===== src/rtl/mac_job_sequencer.sv =====
// rtl/mac_job_sequencer.sv - issues dot-product jobs into the FP16 MAC pipeline and returns the result
module mac_job_sequencer #(
  parameter int LEN_W    = 8,
  parameter int PIPE_LAT = 5
) (
  input  logic             clk,
  input  logic             rst,
  input  logic             job_valid,
  output logic             job_ready,
  input  logic [LEN_W-1:0] job_len,
  input  logic             op_valid,
  output logic             op_ready,
  input  logic [15:0]      op_a,
  input  logic [15:0]      op_b,
  output logic             mac_en,
  output logic             mac_first,
  output logic             mac_last,
  output logic [15:0]      mac_a,
  output logic [15:0]      mac_b,
  input  logic [15:0]      mac_result,
  output logic             res_valid,
  input  logic             res_ready,
  output logic [15:0]      res_data,
  output logic             res_zero,
  output logic             res_subnormal,
  output logic             busy
);

  typedef enum logic [1:0] {IDLE, ISSUE, DRAIN, HOLD} state_t;

  state_t              state;
  state_t              state_nxt;
  logic [LEN_W-1:0]    rem;
  logic                first_pending;
  logic [PIPE_LAT-1:0] tag;
  logic                job_fire;
  logic                op_fire;
  logic                rem_last;
  logic                tag_hit;

  assign job_fire = job_valid & job_ready;
  assign op_fire  = op_valid & op_ready;
  assign rem_last = (rem == LEN_W'(1));
  assign tag_hit  = tag[PIPE_LAT-1];

  always_ff @(posedge clk or negedge rst) begin
    if (!rst) begin
      state <= IDLE;
    end else begin
      state <= state_nxt;
    end
  end

  always_comb begin
    state_nxt = state;
    case (state)
      IDLE: begin
        if (job_fire) begin
          state_nxt = (job_len == '0) ? HOLD : ISSUE;
        end
      end
      ISSUE: begin
        if (op_fire && rem_last) begin
          state_nxt = DRAIN;
        end
      end
      DRAIN: begin
        if (tag_hit) begin
          state_nxt = HOLD;
        end
      end
      HOLD: begin
        if (res_ready) begin
          state_nxt = IDLE;
        end
      end
      default: state_nxt = IDLE;
    endcase
  end

  always_comb begin
    job_ready = (state == IDLE);
    op_ready  = (state == ISSUE);
    res_valid = (state == HOLD);
    busy      = (state != IDLE);
  end

  assign res_zero      = res_valid & (res_data[14:0] == 15'd0);
  assign res_subnormal = res_valid & (res_data[14:10] == 5'd0) & (res_data[9:0] != 10'd0);

  // The tag line mirrors the MAC pipeline, which never stalls, so it shifts every cycle.
  always_ff @(posedge clk or negedge rst) begin
    if (!rst) begin
      mac_en        <= 1'b0;
      mac_first     <= 1'b0;
      mac_last      <= 1'b0;
      mac_a         <= 16'h0000;
      mac_b         <= 16'h0000;
      rem           <= '0;
      first_pending <= 1'b0;
      tag           <= '0;
      res_data      <= 16'h0000;
    end else begin
      mac_en    <= op_fire;
      mac_first <= op_fire & first_pending;
      mac_last  <= op_fire & rem_last;
      tag       <= {tag[PIPE_LAT-2:0], mac_en & mac_last};
      if (op_fire) begin
        mac_a         <= op_a;
        mac_b         <= op_b;
        rem           <= rem - LEN_W'(1);
        first_pending <= 1'b0;
      end
      if (job_fire) begin
        rem           <= job_len;
        first_pending <= 1'b1;
        if (job_len == '0) begin
          res_data <= 16'h0000;
        end
      end
      if (state == DRAIN && tag_hit) begin
        res_data <= mac_result;
      end
    end
  end

endmodule


===== config.mk =====
export PLATFORM = sky130hd
export DESIGN_NAME = mac_job_sequencer
export DESIGN_NICKNAME = d
export VERILOG_FILES = /design/src/rtl/mac_job_sequencer.sv
export SDC_FILE = /design/constraint.sdc
export NUM_CORES = 1
export LEC_CHECK = 0
export ABC_AREA = 1
export CAP_MARGIN = 25
export CORE_ASPECT_RATIO = 0.6
export CORE_MARGIN = 3
export CORE_UTILIZATION = 46
export CTS_CLUSTER_SIZE = 25
export DETAILED_ROUTE_END_ITERATION = 10
export GPL_ROUTABILITY_DRIVEN = 0
export PLACE_DENSITY = 0.95
export SYNTH_ARGS = -nofsm -noshare
export SYNTH_HDL_FRONTEND = slang
export SYNTH_SLANG_ARGS = --single-unit

===== constraint.sdc =====
create_clock -name clk -period 2.81 [get_ports clk]
set_input_delay 0.7025 -clock clk [delete_from_list [all_inputs] [get_ports clk]]
set_output_delay 0.7025 -clock clk [all_outputs]
set_load 0.05 [all_outputs]

Word-level counts from Yosys, hierarchy flattened:

Index checks and enable logic that the tools add are counted.

* output and inout bits: 57
* word-level logic and storage cells: 53
* flip-flop bits (word level): 67
* input bits: 61

* mux-type cells: 13
* bitwise gates (word level): 8
* equality and inequality tests: 8
* add/subtract/negate cells: 1
* reductions and logical operators: 13

Operator list (number)
* two-way mux 16 bit: 3
* two-way mux 8 bit: 2
* logical NOT 15 bit: 1
* two-way mux 2 bit: 5
* nonzero test 10 bit: 1
* AND 1 bit: 8
* == test 8 x 1 -> 1 bit (second input constant): 1
* logical NOT 8 bit: 1
* case mux 2 bit (4 select lines): 1
* nonzero test 2 bit: 4
* subtractor 8 x 1 -> 8 bit (second input constant): 1
* != test 2 x 1 -> 1 bit (second input constant): 3
* logical NOT 5 bit: 1
* == test 2 bit (second input constant): 2
* AND reduction 4 bit: 1
* == test 2 x 1 -> 1 bit (second input constant): 1
* logical AND 1 bit: 2
* logical NOT 2 bit: 1
* two-way mux 1 bit: 2
* != test 2 bit (second input constant): 1
* AND reduction 2 bit: 1

Longest topological paths before layout:

Gate-level depths: netlist of run 1.

* word-level depth: 5
* gate-level depth with buffers: 9
* gate-level depth less buffers: 9

Worst setup path before layout of run 1:

No wires, ideal clock.

* kind: reg2out
* from: reg state[0]
* to: out res_zero
* arrival time: 1.912 ns
* cell stages (with the launch flop): 6
* buffers on the path: 0
* slack: 0.195 ns
* required time: 2.108 ns
* cells stage by stage: dfrtp_1 -> ha_1 -> inv_1 -> nor4_1 -> nand3_1 -> nor2_1

* longest elaborated chain between the ends: 2

Ends and longest elaborated chain
* start: declaration: RTL line 31 `state_t state;`
* start signal: assignment: RTL line 50 `state <= state_nxt;`
* == test 2 bit: RTL line 84 `res_valid = (state == HOLD);`
* named net res_valid: RTL line 21 `output logic res_valid,`
* AND 1 bit: RTL line 88 `assign res_zero = res_valid & (res_data[14:0] == 15'd0);`
* end: declaration: RTL line 24 `output logic res_zero,`

The timed path passes the listed nets, and every way through them passes these cells.

Worst setup path in the final report of run 1:

* from: reg state[1]
* to: out op_ready

* longest elaborated chain between the ends: 1

Ends and longest elaborated chain
* == test 2 x 1 -> 1 bit: RTL line 83 `op_ready = (state == ISSUE);`
* end: declaration: RTL line 12 `output logic op_ready,`

Every way passes these cells.

==> metrics, run 1 <==
final wirelength=~8200 um; FILL cells=421; CTS Buf Count=9; status=finished, final reports clean; layout cells sized above 1=0.0662; worst clock skew=5.55 ps; global-route wire length before repair=13600 um; Worst-path clk slew=70 ps; cell taking the most area after synthesis=dfrtp_1; critical path buffer and inverter count=2; post-route cell area=about 4400 um^2; post-synth top area share=0.584; Crit. End Element=output port; drt pass-1 iters=5; via count=around 2.7k; Max Clk Rate=0.372 GHz; core area=slightly below 6000 um^2; adder-cell share of the synthesized area=0.0305; Pins Over Slew Limit=0; CP Max Fanout=4; Setup Fix Bufs, Post-CTS=0; Critical Path Source Type=flip-flop; Synth cell types=24; Worst path max stage delay=850 ps; unrepaired setup endpoints after global routing=false; Vias/cell=about 5; antenna-violating nets left=0; Die Y=67.2 um; root cell of the clock tree=clkbuf_8; vias in the first global route=roughly 2.8k; Synth Area in Simple Gates=0.277; relative slew slack=0.639; Max Root-Sink Buffers=2; Syn Nets=between 400 and 500; Post-Syn Area=2870 um^2; die width=108 um; # rows=21; fin crit period=about 2700 ps; fin util=0.749; Worst VDD drop=0.000767 V; CTS tree=built; Cell Chain, Critical Path=inv_1 -> ha_1 -> clkdlybuf4s50_1; area of the multi-input gates=1020 um^2; yosys warns=0; Inserted Diodes=0; sequential share of the synthesized area=0.584; largest family of logic cells by synthesized area=simple AND/OR/NAND/NOR gates; full die area=7260 um^2; IO Port Bufs=117; leak pwr=approximately 0.0021 uW; worst-skew pair later-pin latency=340 ps; post-CTS sizing=0; largest net degree at the start of global routing=33; Initial Utilization=0.495; CP required=~2100 ps; Crit Path Category=flip-flop to output port; Setup TNS Final=0 ps; DRC viols=0; IO Pins=118; wire per inst=roughly 15 um; # setup viols final=0; max_cap viols=0; dpl cell area=approximately 4100 um^2; Layout Nets=531; initial drt markers=182; PD cells=1110 nW/um^2; XOR/XNOR Fraction of Synth Area=0.00610; Avg Cell Area, Syn=between 8 and 9 um^2; CP max stage cell=clkdlybuf4s50_1; Fin. Hold Viols=0; register bit total from synthesis=between 60 and 70; Slew @ Worst Pin=about 540 ps; H-tree depth=3; Crit path max-delay family=buffers and inverters; dominant cells by area after synthesis=dfrtp_1 (58%), nand2_1 (20%), inv_1 (4.2%); P&R area growth vs syn=51.5%; total global routing overflow=0; Synth Area in Compound Gates=0.0436; mux share of post-synthesis cell area=0; total power=between 4000 and 5000 uW; final critical-path share of the clock period=0.956; initial antenna violation count=0; CP arrival=1980 ps; clock sinks=67; Total GRT Usage=0.245; Mapped Cells=339; Post-DP HPWL=6170 um; Hold WC Path Type=input port to async pin; hold buffers post-CTS=0; register area=~1700 um^2
[metal layers]
layer	GRT usage	vias up	share of wire	wire, um
li1	-	1297	-	-
met1	0.307	1270	0.42	3440
met2	0.397	123	0.48	3920
met3	0.102	6	0.095	777
met4	0.0677	0	0.0072	59
met5	0	-	0	0
[placed cells by master (no fill, tap or decap), types with 6 or more instances in the layout]
master / count
dfrtp_1: 67
nor2_1: 13
inv_1: 32
o21ai_1: 10
clkbuf_8: 10
clkdlybuf4s50_1: 114
ha_1: 7
nand2_1: 156
buf_4: 6
nand3_1: 20
[cell families after synthesis]
logic type | count (synthesis)
adder cells (fa/ha/maj) | 7
AO/OA/AOI/OAI | 21
flip-flops | 67
AND/OR/NAND/NOR | 199
buffers and inverters | 43
XOR/XNOR | 2
[final timing paths]
check                              start            to  slack [ps]  cells after the start
worst max register to register  state[1]        rem[6]         850                      8
min in group clk                  tag[0]        tag[1]         350                      0
worst max-delay path            state[1]      op_ready         120                      3
worst min-delay path                 rst  res_data[13]         230                      1
max in group asynchronous            rst     mac_first        1880                      2
worst min register to register    tag[0]        tag[1]         350                      0
[final cells by class]
cell class	count	area share
sequential	67	0.385
timing repair buffer	121	0.274
multi-input combinational	229	0.235
clock buffer	10	0.0316
inverter	35	0.0305
tap	80	0.0230
clock inverter	6	0.0204
[metrics by stage]
stage | instances | setup slack [ps] | hold slack (ps)
5_1_grt | 548 | 19.0 | 222
6_report | 548 | 123 | 226
3_3_place_gp | 532 | 513 | 332
3_5_place_dp | 532 | 487 | 343
4_1_cts | 548 | 114 | 221
2_1_floorplan | 339 | 195 | 331
[Yosys cell counts]
| cell | number |
|---|---|
| nand3_1 | 20 |
| inv_1 | 32 |
| nand2_2 | 2 |
| nor2_1 | 13 |
| buf_2 | 4 |
| buf_4 | 1 |
| inv_2 | 2 |
| o21ai_0 | 4 |
| nor2_2 | 2 |
| buf_1 | 1 |
| o22ai_1 | 1 |
| xnor2_1 | 2 |
| o21ai_1 | 10 |
| clkbuf_1 | 2 |
| dfrtp_1 | 67 |
| ha_1 | 7 |
| nand2_1 | 156 |
| o21ai_2 | 1 |
| o221ai_1 | 2 |
| o211ai_1 | 3 |
| nor4_1 | 1 |
| clkinv_2 | 1 |
| nand4_1 | 3 |
| nor3_1 | 2 |
[registers in the layout, indices dropped and copies added (netlist names), 2 cells and up]
name	cells
mac_a	16
mac_b	16
rem	8
res_data	16
state	2
tag	5
[power breakdown]
group	leakage [uW]	switching, uW	internal (uW)
sequential	0.000868	203	1270
clock	0.000108	373	523
combinational	0.00117	1650	797
total	0.00214	2230	2590
Power figures use the tool's default switching activity.
==> run 2: changes to the inputs <==
==> constraint.sdc (replaced) <==
create_clock -name clk -period 3.3 [get_ports clk]
set_input_delay 0.825 -clock clk [delete_from_list [all_inputs] [get_ports clk]]
set_output_delay 0.825 -clock clk [all_outputs]
set_load 0.05 [all_outputs]
==> metrics, run 2 (synthesized netlist as in run 1, its figures left out) <==
status=finished, final reports clean; Critical path origin=state[1]; drt pass-1 iters=4 (-1); wire per inst=14.1 um (-5.7%); via count=2627 (-2.6%); Inserted Diodes=0 (unchanged); Worst VDD drop=0.000630 V (-18%); R2R Path Start=state[1]; Crit. End Element=output port; Setup Fix Bufs, Post-CTS=0 (unchanged); vias in the first global route=2603 (-6.0%); CP required=2470 ps (+360 ps); clock sinks=67 (unchanged); Post-DP HPWL=5810 um (-5.8%); antenna-violating nets left=0 (unchanged); Fin. Hold Viols=0 (unchanged); Pins Over Slew Limit=0 (unchanged); CP Depth=6 (+3); Die Y=67.2 um (unchanged); Critical Path Source Type=flip-flop; DRC viols=0 (unchanged); worst reg2reg path depth=8 (unchanged); CP max stage cell=clkdlybuf4s50_1; CP arrival=2280 ps (+300 ps); # rows=21 (unchanged); R2R Path End=rem[6]; core area=5810 um^2 (unchanged); Max Clk Rate=0.322 GHz; unrepaired setup endpoints after global routing=false; total power=4100 uW (-15%); Worst Setup EP=res_zero; leak pwr=0.00214 uW (about the same); critical path buffer and inverter count=2 (unchanged); Hold WC Path Type=flip-flop to flip-flop; biggest regs=mac_a x16, mac_b x16, res_data x16; Reg2Reg Setup Slack=1280 ps (+430 ps); relative slew slack=0.485 (-0.154); worst-skew pair later-pin latency=330 ps (about the same); worst clock skew=7.65 ps (+2.10 ps); Slew @ Worst Pin=773 ps (+233 ps); most frequent cells in the layout=nand2_1 (156), clkdlybuf4s50_1 (116), dfrtp_1 (67); post-CTS sizing=0 (unchanged); PD cells=938 nW/um^2 (-15%); IO Pins=118 (unchanged); layout cells sized above 1=0.0600 (-0.00628); Worst-path clk slew=70 ps (about the same); full die area=7260 um^2 (unchanged); CTS tree=built; hold buffers post-CTS=0 (unchanged); total global routing overflow=0 (unchanged); H-tree depth=3 (unchanged); Initial Utilization=0.495 (unchanged); global-route wire length before repair=12300 um (-9.5%); Layout Nets=530 (-0.19%); Crit Path Category=flip-flop to output port; most common library cell in the layout ignoring fill and taps=nand2_1; Max Root-Sink Buffers=2 (unchanged); fin crit period=3100 ps; CP Max Fanout=4 (unchanged); CTS Buf Count=9 (unchanged); Setup TNS Final=0 ps (unchanged); final critical-path share of the clock period=0.940; IO Port Bufs=117 (unchanged); # setup viols final=0 (unchanged); Cell Chain, Critical Path=ha_1 -> inv_1 -> nor4_1 -> nand3_1 -> nor2_1 -> clkdlybuf4s50_1; root cell of the clock tree=clkbuf_8; die width=108 um (unchanged); max_cap viols=0 (unchanged); final wirelength=7720 um (-5.8%); Total GRT Usage=0.223 (-0.0215); Vias/cell=4.80 (-2.4%); P&R area growth vs syn=52.1%; Worst path max stage delay=810 ps (-40 ps); Crit path max-delay family=buffers and inverters; initial antenna violation count=0 (unchanged); largest net degree at the start of global routing=35 (+6.1%); initial drt markers=138 (-24%)
==> run 2: cell types whose count changed in the layout (fill, tap and decap cells not counted) <==
| cell | delta |
|---|---|
| clkinv_4 | -1 |
| buf_12 | +1 |
| clkinv_2 | -1 |
| buf_4 | -4 |
| inv_6 | +1 |
| clkbuf_8 | +1 |
| clkdlybuf4s50_1 | +2 |
==> run 2: cell type report <==
class,count,area (um^2)
Inverter,35,133
Fill cell,384,1440
Clock inverter,5,83.8
Sequential cell,67,1680
Timing Repair Buffer,120,1200
Tap cell,80,100
Multi-Input combinational cell,229,1020
Clock buffer,11,151
==> run 2: power breakdown <==
group / total, uW / switching (uW) / internal, uW
clock network: 786 / 317 / 469
logic: 2070 / 1390 / 679
registers: 1240 / 163 / 1080
total: 4100 / 1870 / 2230
==> run 2: worst min path at each step <==
stage / from / end / cells after the start
after floorplan: tag[0] / tag[1] / 0
after global placement: tag[3] / tag[4] / 0
after detailed placement: tag[3] / tag[4] / 0
after CTS: tag[3] / tag[4] / 0
after global routing: tag[2] / tag[3] / 0
final: tag[0] / tag[1] / 0
==> run 2: layer usage <==
metal  vias up  wire (um)  GRT usage
met5         -          0          0
li1       1290          -          -
met3         8        899      0.105
met4         0         76     0.0835
met1      1212       3330      0.282
met2       117       3420      0.338
==> run 2: per-stage QoR <==
step | setup WS [ps] | std cells | cell area (um^2) | util | hold WS (ps)
2_1_floorplan | 563 | 339 | 2870 | - | 331
3_3_place_gp | 605 | 531 | 4140 | 0.712 | 334
3_5_place_dp | 570 | 531 | 4140 | 0.712 | 340
4_1_cts | 179 | 547 | 4370 | 0.753 | 356
5_1_grt | 80.5 | 547 | 4370 | 0.753 | 359
6_report | 196 | 547 | 4370 | 0.753 | 352
